$ cat src/rtl/fetch_unit.sv
// -----------------------------------------------------------------------------
// fetch_unit
//
// Instruction fetch stage. Holds the program counter, presents it to
// instruction memory (combinational read), and produces the values that are
// latched into the IF/ID pipeline register: instruction, pc, branch prediction,
// a "first fetch" marker and a fetch sequence number.
//
// Branch prediction uses a direct-mapped BTB of 2-bit saturating counters,
// trained by branch resolutions coming back from EX. EX also redirects the PC
// via flush when it detects a misprediction.
//
// Build option:
//   FETCH_BTB_EN  defined   -> BTB present and used for next-PC prediction.
//                 undefined -> no BTB; prediction outputs are tied to 0, the
//                              update_* inputs are ignored and the PC simply
//                              steps by PC_STEP unless flushed.
//
// Ports:
//   clk                       clock, all state changes on rising edge
//   reset                     synchronous active-high reset
//   stall                     hold pc / id / first
//   flush, flush_address      redirect to flush_address (wins over stall)
//   update_valid/pc/taken/target  branch resolution from EX, trains the BTB
//   imem_addr, imem_data      instruction memory address / same-cycle data
//   instruction_out           instruction for the current pc
//   pc_out                    current pc
//   branch_taken_out          prediction for the current pc
//   branch_taken_address_out  predicted target, 0 when not predicted taken
//   first_out                 first fetch after reset or redirect
//   id_out                    fetch sequence number, 0 reserved for bubbles
// -----------------------------------------------------------------------------
module fetch_unit #(
    parameter int                    ADDR_WIDTH  = 32,
    parameter int                    INST_WIDTH  = 32,
    parameter int                    BTB_ENTRIES = 16,
    parameter logic [ADDR_WIDTH-1:0] RESET_PC    = '0,
    parameter logic [ADDR_WIDTH-1:0] PC_STEP     = 1
) (
    input  logic                  clk,
    input  logic                  reset,
    input  logic                  stall,
    input  logic                  flush,
    input  logic [ADDR_WIDTH-1:0] flush_address,
    input  logic                  update_valid,
    input  logic [ADDR_WIDTH-1:0] update_pc,
    input  logic                  update_taken,
    input  logic [ADDR_WIDTH-1:0] update_target,
    output logic [ADDR_WIDTH-1:0] imem_addr,
    input  logic [INST_WIDTH-1:0] imem_data,
    output logic [INST_WIDTH-1:0] instruction_out,
    output logic [ADDR_WIDTH-1:0] pc_out,
    output logic                  branch_taken_out,
    output logic [ADDR_WIDTH-1:0] branch_taken_address_out,
    output logic                  first_out,
    output logic [51:0]           id_out
);

    localparam int ID_WIDTH = 52;

    logic [ADDR_WIDTH-1:0] pc_reg;
    logic [ADDR_WIDTH-1:0] pc_next;
    logic [ID_WIDTH-1:0]   id_reg;
    logic [ID_WIDTH-1:0]   id_next;
    logic [ID_WIDTH-1:0]   id_inc;
    logic                  first_reg;
    logic                  first_next;

    // Prediction for the current pc (same-cycle lookup).
    logic                  pred_taken;
    logic [ADDR_WIDTH-1:0] pred_target;

`ifdef FETCH_BTB_EN
    localparam int IDX_W = $clog2(BTB_ENTRIES);
    localparam int TAG_W = ADDR_WIDTH - IDX_W;

    logic [BTB_ENTRIES-1:0] valid_reg;
    logic [TAG_W-1:0]       tag_reg    [BTB_ENTRIES];
    logic [ADDR_WIDTH-1:0]  target_reg [BTB_ENTRIES];
    logic [1:0]             ctr_reg    [BTB_ENTRIES];

    logic [IDX_W-1:0] look_idx;
    logic [TAG_W-1:0] look_tag;
    logic             look_hit;
    logic [IDX_W-1:0] upd_idx;
    logic [TAG_W-1:0] upd_tag;
    logic             upd_hit;

    assign look_idx = pc_reg[IDX_W-1:0];
    assign look_tag = pc_reg[ADDR_WIDTH-1:IDX_W];
    assign look_hit = valid_reg[look_idx] && (tag_reg[look_idx] == look_tag);

    // Lookup reads the registered contents, so an update to the same entry
    // in this cycle only becomes visible on the next lookup.
    assign pred_taken  = look_hit && ctr_reg[look_idx][1];
    assign pred_target = target_reg[look_idx];

    assign upd_idx = update_pc[IDX_W-1:0];
    assign upd_tag = update_pc[ADDR_WIDTH-1:IDX_W];
    assign upd_hit = valid_reg[upd_idx] && (tag_reg[upd_idx] == upd_tag);

    // Training runs regardless of stall/flush; only reset blocks it.
    always_ff @(posedge clk) begin
        if (reset) begin
            valid_reg <= '0;
        end else if (update_valid) begin
            if (upd_hit) begin
                if (update_taken) begin
                    if (ctr_reg[upd_idx] != 2'b11) begin
                        ctr_reg[upd_idx] <= ctr_reg[upd_idx] + 2'd1;
                    end
                    target_reg[upd_idx] <= update_target;
                end else if (ctr_reg[upd_idx] != 2'b00) begin
                    ctr_reg[upd_idx] <= ctr_reg[upd_idx] - 2'd1;
                end
            end else if (update_taken) begin
                // Allocate weakly taken, evicting whatever lived at this index.
                valid_reg[upd_idx]  <= 1'b1;
                tag_reg[upd_idx]    <= upd_tag;
                target_reg[upd_idx] <= update_target;
                ctr_reg[upd_idx]    <= 2'b10;
            end
        end
    end
`else
    logic unused_update;

    assign pred_taken    = 1'b0;
    assign pred_target   = '0;
    assign unused_update = ^{update_valid, update_pc, update_taken, update_target};
`endif

    // Sequence number wraps from all-ones straight to 1, keeping 0 free for bubbles.
    assign id_inc = (id_reg == '1) ? ID_WIDTH'(1) : id_reg + ID_WIDTH'(1);

    always_comb begin
        pc_next    = pc_reg;
        id_next    = id_reg;
        first_next = first_reg;
        if (flush) begin
            pc_next    = flush_address;
            id_next    = id_inc;
            first_next = 1'b1;
        end else if (!stall) begin
            pc_next    = pred_taken ? pred_target : pc_reg + PC_STEP;
            id_next    = id_inc;
            first_next = 1'b0;
        end
    end

    always_ff @(posedge clk) begin
        if (reset) begin
            pc_reg    <= RESET_PC;
            id_reg    <= ID_WIDTH'(1);
            first_reg <= 1'b1;
        end else begin
            pc_reg    <= pc_next;
            id_reg    <= id_next;
            first_reg <= first_next;
        end
    end

    assign imem_addr                = pc_reg;
    assign pc_out                   = pc_reg;
    assign instruction_out          = imem_data;
    assign branch_taken_out         = pred_taken;
    assign branch_taken_address_out = pred_taken ? pred_target : '0;
    assign first_out                = first_reg;
    assign id_out                   = id_reg;

endmodule
$ cat config.mk
export PLATFORM = sky130hd
export DESIGN_NAME = fetch_unit
export DESIGN_NICKNAME = d
export VERILOG_FILES = /design/src/rtl/fetch_unit.sv
export SDC_FILE = /design/constraint.sdc
export NUM_CORES = 1
export LEC_CHECK = 0
export ABC_AREA = 0
export ABC_CLOCK_PERIOD_IN_PS = 2700
export CAP_MARGIN = 15
export CORE_UTILIZATION = 35
export DETAILED_ROUTE_END_ITERATION = 8
export GPL_TIMING_DRIVEN = 0
export PLACE_DENSITY = 0.89
export SYNTH_ARGS = -nofsm -noshare
export SYNTH_HDL_FRONTEND = slang
export SYNTH_SLANG_ARGS = --single-unit
export TNS_END_PERCENT = 30
$ cat constraint.sdc
create_clock -name clk -period 2.7 [get_ports clk]
set_input_delay 0.675 -clock clk [delete_from_list [all_inputs] [get_ports clk]]
set_output_delay 0.675 -clock clk [all_outputs]
set_load 0.01 [all_outputs]
After elaboration in Yosys (flattened, before gate mapping)

Cells that the tools add are included.

Register bits after elaboration: 85
Input port bits: 134
Output and inout bits: 182
Logic and storage cells: 13

$add $sub $neg: 2
Eq/ne operators: 2
Mux-type cells: 5
Reductions and logical operators: 1

Operators by type and width:

| kind                                                                    | number |
|---|---|
| 52-bit 2-to-1 mux                                                       | 3 |
| 32-bit 2-to-1 mux                                                       | 2 |
| 52-bit by 1-bit adder with 52-bit output, second input constant         | 1 |
| 52-bit equality test, second input constant                             | 1 |
| 32-bit by 1-bit adder with 32-bit output, second input constant         | 1 |
| 2-bit by 1-bit inequality test with 1-bit output, second input constant | 1 |
| 2-bit OR reduction                                                      | 1 |

Depth between registers and ports, before layout

Word-level depth: 4
Gate-level depth with buffers: 9
Gate-level depth less buffers: 6

Worst setup path before layout

OpenSTA, ideal clock, no wires.

Path type: input port to flip-flop
Start point: in stall
End point: reg id_reg[34] (netlist: id_out[34])
Setup time: 70 ps
Arrival time: 2399 ps
Slack: 231 ps
Stages: 9
Path buffers: 4
Cell sequence: buf_6 > nor2b_4 > buf_6 > or3_1 > buf_2 > or3_1 > buf_2 > or3_1 > a21oi_1

Word-level cells in the longest chain between the ends: 1

Ends and longest elaborated chain:

| item                                                       | line | text |
|---|---|---|
| from (decl)                                                | 42   | `input logic stall,` |
| 2-bit by 1-bit inequality test with 1-bit output (no line) | --   |  |
| to (signal assigned)                                       | 158  | `id_reg <= id_next;` |
| to (decl)                                                  | 63   | `logic [ID_WIDTH-1:0] id_reg;` |

No other way between the ends.
A chain may end at the register's enable or synchronous reset.

Worst setup path after layout

Start point: reg id_reg[25] (netlist: id_out[25])
End point: reg id_reg[41] (netlist: id_out[41])

Word-level cells in the longest chain between the ends: 4

Ends and longest elaborated chain:

| item                                                                             | line | text |
|---|---|---|
| 52-bit by 1-bit adder with 52-bit output or 52-bit equality test (tied branches) | 134  | `assign id_inc = (id_reg == '1) ? ID_WIDTH'(1) : id_reg + ID_WIDTH'(1);` |
| 52-bit 2-to-1 mux (*)                                                            | 134  |  |
| 52-bit 2-to-1 mux                                                                | 144  | `end else if (!stall) begin` |
| 52-bit 2-to-1 mux (*)                                                            | 140  | `if (flush) begin` |

Every way passes the cells marked *; elsewhere a longest branch is shown, timed or not. The select of a mux whose other input is x is not followed.

==> results.toml <==
[outcome]
status = "finished, final reports clean"

[drt]
ant_nets = 0
vias = 5026
avgViaCountPerCell = 4.84
drc = 0
drt_iter0_drc = 295
wl_per_cell_um = 13.9
totalWireLength_mm = 14.5
drt_pass1_iterations = 4

[timing]
fin_skew_ns = 0.00891
tightest_slew_ns = 0.848
holdWs_ns = 0.472
rsz0062_at_grt = "no"
setup_viol = 0
fin_ws_ns = 0.198
drv_slew = 0
hold_violations = 0
fin_crit_sh_pct = 92.7
min_period_ns = 2.50
max_freq_ghz = 0.400
maxSlewHeadroom_pct = 42.9

[critical_path]
path_class = "flip-flop to flip-flop"
cp-start-kind = "flip-flop"
cp.required_ns = 2.98
critPathArrivalTime_ns = 2.78
worst_path_max_delay_cell = "nor4_1"
crit_path_cell_trace = "nand4_1 > nor4_1 > nand3_1 > clkbuf_1 > or3_1 > a21oi_1"
crit_fanout = 10
worstSetupEndpointType = "flip-flop"
slowest_delay_ns = 0.56

[synthesis]
synth_most_common_cell = "buf_4"
synth_xor_area_share_pct = 9.56
yosys.area.top_type = "dfxtp_1"
synthArstFlopShare_pct = 0
syn_inst = 629
synthMuxAreaShare_pct = 1.56
syn_area_sq_um = 5130
synth.yosys.seq_area_share_pct = 33.2
ys_top_cells_by_count = "buf_4, dfxtp_1, nor2_1"
synth_edf_count = 0
yosys.area_share.simple_pct = 24.6
ys_ff_latch = 85
synth_top_area_share_pct = 33.2
synth_compound_area_share_pct = 11.5
synth-adder-area-share_pct = 0.488
synth_top_family_by_area = "simple AND/OR/NAND/NOR gates"
ys_warn_count = 0
syn_avg_cell_area_sq_um = 8.16
ys.flop_type = "dfxtp_1"
synth.area.top_cells = "dfxtp_1, buf_4, xor2_1, a21oi_1, xnor2_1"
ys_types = 48

[cells_and_area]
final_area_sq_um = 7630
fillCellCount = 1257
post_route_cells_drive_above_1_share_pct = 15.9
antenna_cells = 0
final_nets = 990
multiInputGateArea_sq_um = 2580
seqCellArea_sq_um = 1700
synthToLayoutAreaGrowth_pct = 48.6

[placement]
post-place-ws_ns = -0.000595
place_area_sq_um = 7290
dp_hpwl_mm = 11.0
port_buffers = 181
place_congestion = 0.862

[cts]
cts_tree = "yes"
cts_buffers = 9
htreeDepth = 3
clk_latency_ns = 0.35
clk_pin_slew_ns = 0.07
clock-root-buffer = "clkbuf_16"
cts.sinks = 85
post_cts_buffers = 0
cts_buffer_depth = 2

[power]
power.leakage_nw = 2.99
power.total_mw = 3.29
power_per_cell_area_nw_per_um2 = 431
ir_drop_mv = 0.326

[die]
start_util_pct = 36.4
die_h_um = 123
coreArea_sq_um = 14100
fp-row-count = 43
ios = 316
die_w_um = 123
die_area_sq_um = 15200

[grt]
grt_pass1_vias = 4304
gr-total-overflow = 0
grt_pass1_wl_mm = 22.0
track_usage_pct = 18.5
grt_max_degree = 16
antenna_found_initial = 0

[run]
cap_viol_max_count = 0

[min_path]
hold_path_class = "flip-flop to flip-flop"
[metrics by stage]
| stage | instances | utilization, % | TNS (ns) |
|---|---|---|---|
| floorplan | 661 | - | 0 |
| CTS | 1039 | 54.0 | 0 |
| finish | 1039 | 54.1 | 0 |
| global placement | 1022 | 51.7 | -0.00922 |
| detailed placement | 1023 | 51.7 | -0.000595 |
| global route | 1039 | 54.1 | 0 |
[sequential cells by signal (all words and copies together), names as in the netlist]
name       flops
first_out      1
id_out        52
imem_addr     32
[kinds of logic after synthesis]
group | count (synthesis)
AO/OA/AOI/OAI | 99
XOR/XNOR | 56
adder cells (fa/ha/maj) | 2
buffers and inverters | 150
flip-flops | 85
multiplexers | 8
other | 1
AND/OR/NAND/NOR | 228
[layout by cell type, fill, tap and decap left out, types with 2 or more instances in the layout]
master,n
nand2_1,33
and3_1,8
a21o_1,2
inv_1,25
o21a_1,18
o31ai_1,12
bufinv_16,2
nand3b_1,2
a21oi_1,49
clkbuf_16,9
clkdlybuf4s50_1,181
ha_1,2
xor2_1,29
and2_1,5
nand3_1,25
conb_1,33
nor3_1,12
clkinvlp_4,2
or4_1,12
inv_6,2
buf_4,100
or3_1,19
o21ai_0,14
dfxtp_1,85
nor4_1,7
nor2_1,52
and4_1,6
clkbuf_1,18
nand4_1,31
xnor2_1,27
buf_2,3
buf_6,5
mux2i_1,8
[power by group]
| group | switching [mW] | total, mW | internal, mW |
|---|---|---|---|
| sequential | 0.0617 | 1.35 | 1.29 |
| clock | 0.550 | 1.37 | 0.816 |
| combinational | 0.214 | 0.569 | 0.355 |
| total | 0.825 | 3.29 | 2.46 |
[path summary, 6_finish.rpt]
| path | from | endpoint | slack, ns | cells past startpoint |
|---|---|---|---|---|
| setup / recovery | id_out[25] | id_out[41] | 0.20 | 6 |
| hold / removal | first_out | first_out | 0.47 | 1 |
| setup reg to reg | id_out[25] | id_out[41] | 0.20 | 6 |
| hold reg to reg | first_out | first_out | 0.47 | 1 |
[metal layers]
metal,track usage [%],up-vias,wire [um]
met1,24.3,2339,6350
li1,-,2503,-
met5,0,-,0
met4,5.50,0,147
met3,4.29,10,904
met2,30.3,174,7080
[what timing repair did]
action / in CTS / in global routing
gates resized for setup: 0 / 1
endpoints found under the setup margin: 0 / 3
hold buffers: 0 / 0
[critical path: cells and delay by family, from the launching register on]
family	cells	cell delay (ns)
flip-flops	1	0.42
AND/OR/NAND/NOR	4	1.54
AO/OA/AOI/OAI	1	0.14
buffers and inverters	1	0.31
[cell type report]
class,instances,area share (%)
clock buffer,9,2.95
multi-input combinational,426,33.8
tap,180,2.95
buffer,125,11.6
clock inverter,7,1.28
timing repair buffer,182,23.8
inverter,25,1.23
sequential,85,22.3
No activity file was read; power rests on OpenSTA's default activity.
